<file path="src/rtl/viterbi_pkg.sv">
// Shared constants and trellis helpers for the K=3, rate-1/2 convolutional codec.
// A trellis state is {newest previous bit, oldest previous bit}.
package viterbi_pkg;
    localparam int NUM_STATES = 4;
    localparam int K = 3;
    localparam logic [K-1:0] G1 = 3'b111;
    localparam logic [K-1:0] G0 = 3'b101;
    localparam int PM_INIT = 8;

    function automatic logic [1:0] exp_sym(input logic [1:0] state, input logic b);
        logic [K-1:0] win;
        win = {b, state};
        return {^(win & G1), ^(win & G0)};
    endfunction

    function automatic logic [1:0] hamming2(input logic [1:0] a, input logic [1:0] b);
        logic [1:0] x;
        x = a ^ b;
        return {1'b0, x[1]} + {1'b0, x[0]};
    endfunction

    // Predecessor of state {b,p1} whose oldest bit is lsb.
    function automatic logic [1:0] pred_of(input logic [1:0] state, input logic lsb);
        return {state[0], lsb};
    endfunction
endpackage

</file>
<file path="src/rtl/viterbi_codec_if.sv">
// Encoder/decoder data and valid signals of the codec, grouped for port connection.
interface viterbi_codec_if;
    logic       enc_enable_i;
    logic       enc_d_in;
    logic       enc_valid_o;
    logic [1:0] enc_d_out;
    logic       dec_enable_i;
    logic [1:0] dec_d_in;
    logic       dec_valid_o;
    logic       dec_d_out;

    modport master (
        output enc_enable_i, enc_d_in, dec_enable_i, dec_d_in,
        input  enc_valid_o, enc_d_out, dec_valid_o, dec_d_out
    );
    modport slave (
        input  enc_enable_i, enc_d_in, dec_enable_i, dec_d_in,
        output enc_valid_o, enc_d_out, dec_valid_o, dec_d_out
    );
endinterface

</file>
<file path="src/rtl/viterbi_acs_unit.sv">
// Compare-select for one trellis state; ties keep the even predecessor (cand0).
module viterbi_acs_unit #(
    parameter int PM_W = 6
) (
    input  logic [PM_W-1:0] cand0_i,
    input  logic [PM_W-1:0] cand1_i,
    output logic [PM_W-1:0] pm_o,
    output logic            sel_o
);
    assign sel_o = (cand1_i < cand0_i);
    assign pm_o  = sel_o ? cand1_i : cand0_i;
endmodule

</file>
<file path="src/rtl/viterbi_codec.sv">
// Rate-1/2 K=3 convolutional encoder plus hard-decision register-exchange Viterbi decoder.
// The two paths share no state; only the trellis helpers in the package are common.
module viterbi_codec
    import viterbi_pkg::*;
#(
    parameter int TB_DEPTH = 32,
    parameter int PM_W     = 6
) (
    input logic           clk,
    input logic           rst,
    viterbi_codec_if.slave bus
);
    localparam int CNT_W = $clog2(TB_DEPTH);
    localparam logic [CNT_W-1:0] CNT_SAT = CNT_W'(TB_DEPTH - 1);

    logic [1:0] sr_q;
    logic [1:0] enc_sym_q;
    logic       enc_valid_q;

    always_ff @(posedge clk or negedge rst) begin
        if (!rst) begin
            sr_q        <= 2'b00;
            enc_sym_q   <= 2'b00;
            enc_valid_q <= 1'b0;
        end else if (bus.enc_enable_i) begin
            enc_sym_q   <= exp_sym({sr_q[0], sr_q[1]}, bus.enc_d_in);
            sr_q        <= {sr_q[0], bus.enc_d_in};
            enc_valid_q <= 1'b1;
        end else begin
            enc_valid_q <= 1'b0;
        end
    end

    logic [PM_W-1:0]       pm_q   [NUM_STATES];
    logic [PM_W-1:0]       pm_d   [NUM_STATES];
    logic [PM_W-1:0]       cand0  [NUM_STATES];
    logic [PM_W-1:0]       cand1  [NUM_STATES];
    logic [PM_W-1:0]       acs_pm [NUM_STATES];
    logic [NUM_STATES-1:0] acs_sel;
    logic [TB_DEPTH-1:0]   surv_q [NUM_STATES];
    logic [TB_DEPTH-1:0]   surv_d [NUM_STATES];
    logic [CNT_W-1:0]      cnt_q;
    logic [PM_W-1:0]       min_pm;
    logic [1:0]            best;
    logic                  dec_bit_q;
    logic                  dec_valid_q;

    always_comb begin
        for (int s = 0; s < NUM_STATES; s++) begin
            cand0[s] = pm_q[pred_of(2'(s), 1'b0)]
                     + PM_W'(hamming2(bus.dec_d_in, exp_sym(pred_of(2'(s), 1'b0), s >= 2)));
            cand1[s] = pm_q[pred_of(2'(s), 1'b1)]
                     + PM_W'(hamming2(bus.dec_d_in, exp_sym(pred_of(2'(s), 1'b1), s >= 2)));
        end
    end

    for (genvar g = 0; g < NUM_STATES; g++) begin : g_acs
        viterbi_acs_unit #(.PM_W(PM_W)) u_acs (
            .cand0_i (cand0[g]),
            .cand1_i (cand1[g]),
            .pm_o    (acs_pm[g]),
            .sel_o   (acs_sel[g])
        );
    end

    // Strict compare picks the lowest-index state among equal minima.
    always_comb begin
        min_pm = acs_pm[0];
        best   = 2'd0;
        for (int s = 1; s < NUM_STATES; s++) begin
            if (acs_pm[s] < min_pm) begin
                min_pm = acs_pm[s];
                best   = 2'(s);
            end
        end
        for (int s = 0; s < NUM_STATES; s++) begin
            pm_d[s]   = acs_pm[s] - min_pm;
            surv_d[s] = {surv_q[pred_of(2'(s), acs_sel[s])][TB_DEPTH-2:0], s >= 2};
        end
    end

    always_ff @(posedge clk or negedge rst) begin
        if (!rst) begin
            for (int s = 0; s < NUM_STATES; s++) begin
                pm_q[s]   <= (s == 0) ? '0 : PM_W'(PM_INIT);
                surv_q[s] <= '0;
            end
            cnt_q       <= '0;
            dec_bit_q   <= 1'b0;
            dec_valid_q <= 1'b0;
        end else if (bus.dec_enable_i) begin
            pm_q        <= pm_d;
            surv_q      <= surv_d;
            if (cnt_q != CNT_SAT)
                cnt_q <= cnt_q + CNT_W'(1);
            dec_bit_q   <= surv_d[best][TB_DEPTH-1];
            dec_valid_q <= (cnt_q == CNT_SAT);
        end else begin
            dec_valid_q <= 1'b0;
        end
    end

    assign bus.enc_valid_o = enc_valid_q;
    assign bus.enc_d_out   = enc_sym_q;
    assign bus.dec_valid_o = dec_valid_q;
    assign bus.dec_d_out   = dec_bit_q;
endmodule

</file>
<file path="src/flat_wrapper.sv">
// flat-port wrapper written by rule: the top's interface ports become plain ports
module viterbi_codec_flat import viterbi_pkg::*;
#(
    parameter int TB_DEPTH = 32,
    parameter int PM_W     = 6
)
  (clk, rst, bus_enc_enable_i, bus_enc_d_in, bus_dec_enable_i, bus_dec_d_in, bus_enc_valid_o, bus_enc_d_out, bus_dec_valid_o, bus_dec_d_out);
  viterbi_codec_if bus_i ();
  input logic clk;
  input logic rst;
  input wire logic [$bits(bus_i.enc_enable_i)-1:0] bus_enc_enable_i;
  input wire logic [$bits(bus_i.enc_d_in)-1:0] bus_enc_d_in;
  input wire logic [$bits(bus_i.dec_enable_i)-1:0] bus_dec_enable_i;
  input wire logic [$bits(bus_i.dec_d_in)-1:0] bus_dec_d_in;
  output wire logic [$bits(bus_i.enc_valid_o)-1:0] bus_enc_valid_o;
  output wire logic [$bits(bus_i.enc_d_out)-1:0] bus_enc_d_out;
  output wire logic [$bits(bus_i.dec_valid_o)-1:0] bus_dec_valid_o;
  output wire logic [$bits(bus_i.dec_d_out)-1:0] bus_dec_d_out;
  assign bus_i.enc_enable_i = bus_enc_enable_i;
  assign bus_i.enc_d_in = bus_enc_d_in;
  assign bus_i.dec_enable_i = bus_dec_enable_i;
  assign bus_i.dec_d_in = bus_dec_d_in;
  assign bus_enc_valid_o = bus_i.enc_valid_o;
  assign bus_enc_d_out = bus_i.enc_d_out;
  assign bus_dec_valid_o = bus_i.dec_valid_o;
  assign bus_dec_d_out = bus_i.dec_d_out;
  viterbi_codec #(.TB_DEPTH(TB_DEPTH), .PM_W(PM_W)) u_core (.clk(clk), .rst(rst), .bus(bus_i));
endmodule
</file>
<file path="config.mk">
export PLATFORM = sky130hd
export DESIGN_NAME = viterbi_codec_flat
export DESIGN_NICKNAME = d
export VERILOG_FILES = /design/src/rtl/viterbi_pkg.sv /design/src/rtl/viterbi_codec_if.sv /design/src/rtl/viterbi_acs_unit.sv /design/src/rtl/viterbi_codec.sv /design/src/flat_wrapper.sv
export SDC_FILE = /design/constraint.sdc
export NUM_CORES = 1
export LEC_CHECK = 0
export CAP_MARGIN = 10
export CELL_PAD_IN_SITES_DETAIL_PLACEMENT = 1
export CELL_PAD_IN_SITES_GLOBAL_PLACEMENT = 1
export CORE_MARGIN = 1.5
export CORE_UTILIZATION = 45
export CTS_CLUSTER_SIZE = 16
export DETAILED_ROUTE_END_ITERATION = 10
export GPL_TIMING_DRIVEN = 0
export PLACE_DENSITY_LB_ADDON = 0.1
export SETUP_SLACK_MARGIN = 0.15
export SLEW_MARGIN = 20
export SYNTH_ARGS = -nofsm -noshare
export SYNTH_HDL_FRONTEND = slang
export SYNTH_SLANG_ARGS = --single-unit
</file>
<file path="constraint.sdc">
create_clock -name clk -period 25.3 [get_ports clk]
set_input_delay 5.06 -clock clk [delete_from_list [all_inputs] [get_ports clk]]
set_output_delay 5.06 -clock clk [all_outputs]
set_load 0.005 [all_outputs]
</file>
== Word-level counts from Yosys, hierarchy flattened ==
Index checks and enable logic that the tools add are counted.

* Logic and storage cells: 83
* Input port bits: 7
* Bits in registers: 162

* Magnitude comparators: 12
* Equal/unequal tests: 2
* Bitwise gates (word level): 8
* Multiplexer cells: 27
* Reductions and logical operators: 3
* Add/sub/neg operators: 17

{| class="wikitable"
|+ Operators by type and width
! cell !! count
|-
| $bmux W32 S2 || 5
|-
| $mux W31 || 8
|-
| $mux W32 || 2
|-
| $add A6 B2 Y6 || 8
|-
| $lt A6 B6 Y1 || 7
|-
| $mux W6 || 7
|-
| $sub A6 B6 Y6 || 4
|-
| $ge A3 B3 Y1 const B || 5
|-
| $not A2 Y3 || 3
|-
| $add A1 B1 Y2 || 4
|-
| $not A1 Y3 || 2
|-
| $reduce_xor A3 Y1 || 2
|-
| $add A5 B1 Y5 const B || 1
|-
| $eq A5 B5 Y1 const B || 1
|-
| $ne A5 B5 Y1 const B || 1
|-
| $mux W2 || 2
|-
| $mux W1 || 3
|-
| $not A1 Y1 || 2
|-
| $not A2 Y2 || 1
|-
| $reduce_and A2 Y1 || 1
|}

== Logic depth before layout (Yosys ltp) ==
* Word-level depth: 15
* Mapped depth: 47

== By module ==
Synthesis repeated with hierarchy kept, for this count alone.

* Cells, all modules: 1123
* Area total of the unflattened synthesis: 10485.1 um^2

{| class="wikitable"
|+ Modules (own cells, without submodules)
! module !! area each (um^2) !! times used !! cells each
|-
| viterbi_codec || 9629.2 || 1 || 1027
|-
| viterbi_acs_unit || 214.0 || 4 || 24
|}

== Worst setup path before layout ==
Ideal clock, no wire load.

* Kind: input-to-reg
* Start point: input bus_dec_d_in[0]
* End point: register u_core.pm_q[4] (netlist bit)
* Cell stages on the path: 46
* Data arrival time: 13.900 ns
* Data required time: 25.175 ns
* Slack: 11.276 ns
* Library setup time: 0.125 ns
* Path through: inv_1 > ha_1 > inv_1 > ha_1 > nor2b_1 > o21ai_0 > o21ai_0 > nand4_1 > xnor2_1 > ha_1 > nand2_1 > nor3_1 > or3_1 > buf_2 > mux2i_1 > inv_1 > ha_1 > o211a_1 > [... 10 more ...] > mux2i_1 > inv_1 > ha_1 > nor2b_1 > or4b_1 > nand4b_2 > a211oi_4 > a21o_1 > buf_2 > o21ai_0 > ha_1 > inv_1 > ha_1 > a21o_1 > a221oi_1 > o31ai_1 > xor2_1 > mux2_2

* Word-level cells in the longest chain between the ends: 12
* Elaborated cells on any way between the ends: 29
* Classes of those cells: add/sub: 13; order compare: 7; mux: 7; bitwise: 2

{| class="wikitable"
|+ RTL lines
! element !! RTL line !! source
|-
| start, declared || flat_wrapper.sv:14 || <nowiki>input wire logic [$bits(bus_i.dec_d_in)-1:0] bus_dec_d_in;</nowiki>
|-
| $not A1 Y1 (no source line) or $not A2 Y2 (tied branches) || -- ||
|-
| $add A1 B1 Y2 || viterbi_pkg.sv:19 || <nowiki>return {1'b0, x[1]} + {1'b0, x[0]};</nowiki>
|-
| $add A6 B2 Y6 || viterbi_codec.sv:53 || <nowiki>+ PM_W'(hamming2(bus.dec_d_in, exp_sym(pred_of(2'(s), 1'b1), s >= 2)));</nowiki>
|-
| $lt A6 B6 Y1 || viterbi_acs_unit.sv:10 || <nowiki>assign sel_o = (cand1_i < cand0_i);</nowiki>
|-
| $mux W6 || viterbi_acs_unit.sv:11 || <nowiki>assign pm_o = sel_o ? cand1_i : cand0_i;</nowiki>
|-
| $lt A6 B6 Y1 || viterbi_codec.sv:71 || <nowiki>if (acs_pm[s] < min_pm) begin</nowiki>
|-
| $mux W6 || viterbi_codec.sv:71 ||
|-
| $lt A6 B6 Y1 || viterbi_codec.sv:71 ||
|-
| $mux W6 || viterbi_codec.sv:71 ||
|-
| $lt A6 B6 Y1 || viterbi_codec.sv:71 ||
|-
| $mux W6 || viterbi_codec.sv:71 ||
|-
| $sub A6 B6 Y6 (*) || viterbi_codec.sv:77 || <nowiki>pm_d[s] = acs_pm[s] - min_pm;</nowiki>
|-
| end signal, assigned by index || viterbi_codec.sv:85 || <nowiki>pm_q[s] <= (s == 0) ? '0 : PM_W'(PM_INIT);</nowiki>
|-
| end signal, assigned || viterbi_codec.sv:92 || <nowiki>pm_q <= pm_d;</nowiki>
|-
| end, declared || viterbi_codec.sv:34 || <nowiki>logic [PM_W-1:0] pm_q [NUM_STATES];</nowiki>
|}

Mark *: on every way between the ends. The rest lies on a longest branch, timed or not.
A chain may end at the register's enable or synchronous reset.

== Final worst setup path ==
* Start point: input bus_dec_d_in[0]
* End point: register u_core.pm_q[22] (netlist bit)

The elaborated chain is that of the path after synthesis.

==> qor.txt <==
Root Buffer - clkbuf_16
cell mode on critical path - ha_1
arrival time worst endpoint - 17.38 ns
post-layout min period - 17.11 ns
clk_skew - 0.02138 ns
Setup crit start - bus_dec_d_in[0]
reg2reg path depth - 43
CTS clk-pin slew, worst paths - 0.07 ns
worst reg2reg endpoint - u_core.pm_q[22]$_DFFE_PN0P_
ranking of synthesized cells by area - dfrtp_1 36%, mux2i_1 13%, a21oi_1 6.8%
Routability Congestion - 0.8492
Final Hold Vio Count - 0
storage element area - 0.003882 sq mm
total number of vias - 8664
initial core utilization - 45.48%
# rows - 56
delay-heaviest family, CP - compound AO/OA/AOI/OAI gates
fin nets - 1243
Die Y - 156.6 um
fill count - 2735
first-pass GRT wire length - 49950 um
Die Width - 156.6 um
Worst Hold Class - reg -> reg
RSZ-0062 raised after global routing - no
antenna fix cells - 0
Cells after Synth - 1147
Max-slew headroom - 24.45%
die area - 0.02451 sq mm
r2r setup slk - 13.84 ns
Max Freq - 0.05843 GHz
Routed Antenna Nets - 0
vias in the first global route - 9204
crit path capture type - register
post-CTS resize count - 0
instance count on the critical path - 47
HPWL Detailed - 22960 um
pin count of the biggest net entering global routing - 68
Synth Cell Area - 0.01061 sq mm
r2r startpoint - u_core.pm_q[1]$_DFFE_PN0P_
core area - 0.02333 sq mm
required time worst endpoint - 25.57 ns
yosys synthesis warning count - 0
Buf/Inv on CP - 8
final setup fails - 0
EDFF count, synth - 0
hold depth - 1
area leader, netlist - dfrtp_1
total CTS buffers - 17
final wirelength - 30950 um
Cell variety after synth - 81
syn_nets - 1212
Critical Path Slowest Stage Cell - nor3_1
DR DRC count - 0
Tot GR Track Use - 26.52%
setup TNS - 0 ns
Port Buffers - 10
hold buffer count at CTS - 0
CTS sink cnt - 155
status - complete, no violations
clk buf depth - 2
1st-pass router iterations - 4
Area Overhead vs Synth - 11.26%
starting DRC count in detailed routing - 401
antenna violations before repair - 0
vias per cell - 5.742
Multi-input gate area - 0.006302 sq mm
Synth async-reset ratio - 100.0%
Max Cap Violations - 0
average size of a mapped cell - 9.253 sq um
crit-path max cell delay - 0.94 ns
setup bufs post-CTS - 0
top cell type's share of synthesized area - 35.84%
worst setup path endpoint - u_core.pm_q[22]$_DFFE_PN0P_
CTS H-tree lvls - 4
Ports - 12
Synth Register Bits - 155
post-DR wirelength/cell - 20.51 um
worst-skew pair later-pin latency - 0.44 ns
Top FF cell, synth - dfrtp_1
fin. max-slew vios - 0
crit path launch type - primary input
Least-Margin Pin Slew - 1.125 ns
total grt overflow - 0
final worst-path cycle share - 67.64%
Critical Path Fanout Max - 10
critical path type - in -> reg
layout cells sized above 1 - 8.319%
register area share after synthesis - 36.58%
CTS tree - done
worst min-delay path by stage:
| stage | startpoint | endpoint | slack (ns) |
|---|---|---|---|
| after global routing | u_core.cnt_q[3]$_DFFE_PN0P_ | u_core.cnt_q[3]$_DFFE_PN0P_ | 0.49 |
| final | u_core.cnt_q[3]$_DFFE_PN0P_ | u_core.cnt_q[3]$_DFFE_PN0P_ | 0.47 |
| after CTS | u_core.cnt_q[3]$_DFFE_PN0P_ | u_core.cnt_q[3]$_DFFE_PN0P_ | 0.48 |
| after detailed placement | u_core.cnt_q[3]$_DFFE_PN0P_ | u_core.cnt_q[3]$_DFFE_PN0P_ | 0.46 |
| after floorplan | u_core.cnt_q[3]$_DFFE_PN0P_ | u_core.cnt_q[3]$_DFFE_PN0P_ | 0.44 |
| after global placement | u_core.surv_q[0]$_DFFE_PN0P_ | u_core.surv_q[0]$_DFFE_PN0P_ | 0.45 |
routing by layer:
| metal | GRT usage, % | up-vias | wire (um) |
|---|---|---|---|
| li1 | - | 4160 | - |
| met2 | 47.56 | 86 | 15790 |
| met5 | 0 | - | 0 |
| met1 | 33.59 | 4383 | 14040 |
| met3 | 2.963 | 35 | 552 |
| met4 | 7.664 | 0 | 569 |
cell type report:
class	count	share of cell area (%)
timing repair buffer	12	1.356
inverter	46	1.462
sequential	155	32.88
multi-input combinational	882	53.37
clock buffer	17	3.603
clock inverter	14	1.759
buffer	64	2.183
tap	319	3.380
cells in the final DEF (no fill, tap or decap), drive strengths merged, types with 5 or more instances in the layout:
| cell type | instances |
|---|---|
| mux2 | 20 |
| nand2b | 12 |
| maj3 | 11 |
| xor2 | 19 |
| a21o | 9 |
| o221ai | 5 |
| dfrtp | 152 |
| nand2 | 39 |
| buf | 26 |
| clkbuf | 58 |
| nor3 | 10 |
| xnor2 | 48 |
| a211oi | 9 |
| nand4 | 8 |
| o211ai | 8 |
| and3 | 6 |
| inv | 53 |
| a31oi | 8 |
| a21oi | 148 |
| nor2b | 12 |
| o21a | 7 |
| nand3 | 12 |
| o21ai | 36 |
| o22ai | 6 |
| ha | 58 |
| clkdlybuf4s50 | 9 |
| and2 | 9 |
| mux2i | 142 |
| nor2 | 160 |
kinds of logic (layout without fill, tap and decap cells):
kind of cell | Yosys count | count (layout) | share of synthesized area (%)
AOI/OAI and AO/OA | 292 | 292 | 17.56
xor gates and xnor gates | 67 | 67 | 5.600
adders and majority gates | 69 | 69 | 7.946
buffers and inverters | 110 | 153 | 4.056
DFF | 155 | 155 | 36.58
muxes | 162 | 162 | 15.59
and+or+nand+nor | 292 | 292 | 12.67
per-stage QoR:
stage                     instances  cell area (sq um)  hold WS, ns  setup WS, ns  utilization [%]
after CTS                      1509              11810       0.4766         8.142            50.60
final                          1509              11810       0.4747         8.186            50.61
after global routing           1509              11810       0.4905         7.295            50.61
after floorplan                1147              10610       0.4381         11.28                -
after global placement         1476              11110       0.4509         8.007            47.62
after detailed placement       1478              11170       0.4624         7.794            47.88
state kept, by name, indices dropped and copies added, names as in the netlist:
name,count
u_core.surv_q,119
u_core.pm_q,24
u_core.cnt_q,5
u_core.bus.enc_d_out,2
u_core.sr_q,2
u_core.bus.dec_d_out,1
u_core.bus.dec_valid_o,1
u_core.bus.enc_valid_o,1
synth_stat cells (5+ instances only):
cell type    n
a211oi_1     5
a21o_1       9
a21oi_1    145
a31oi_1      8
and2_1       8
and3_1       6
buf_1        9
buf_2       14
clkbuf_1    41
dfrtp_1    152
ha_1        58
inv_1       46
maj3_1       5
maj3_2       6
mux2_2      18
mux2i_1    141
nand2_1     39
nand2b_1    12
nand3_1     12
nand4_1      8
nor2_1     160
nor2b_1     12
nor3_1      10
o211ai_1     8
o21a_1       7
o21ai_0     34
o221ai_1     5
o22ai_1      6
xnor2_1     48
xor2_1      18
Power is not shown: default switching activity piles up to over one toggle a cycle in this logic, so the estimate is an artifact.
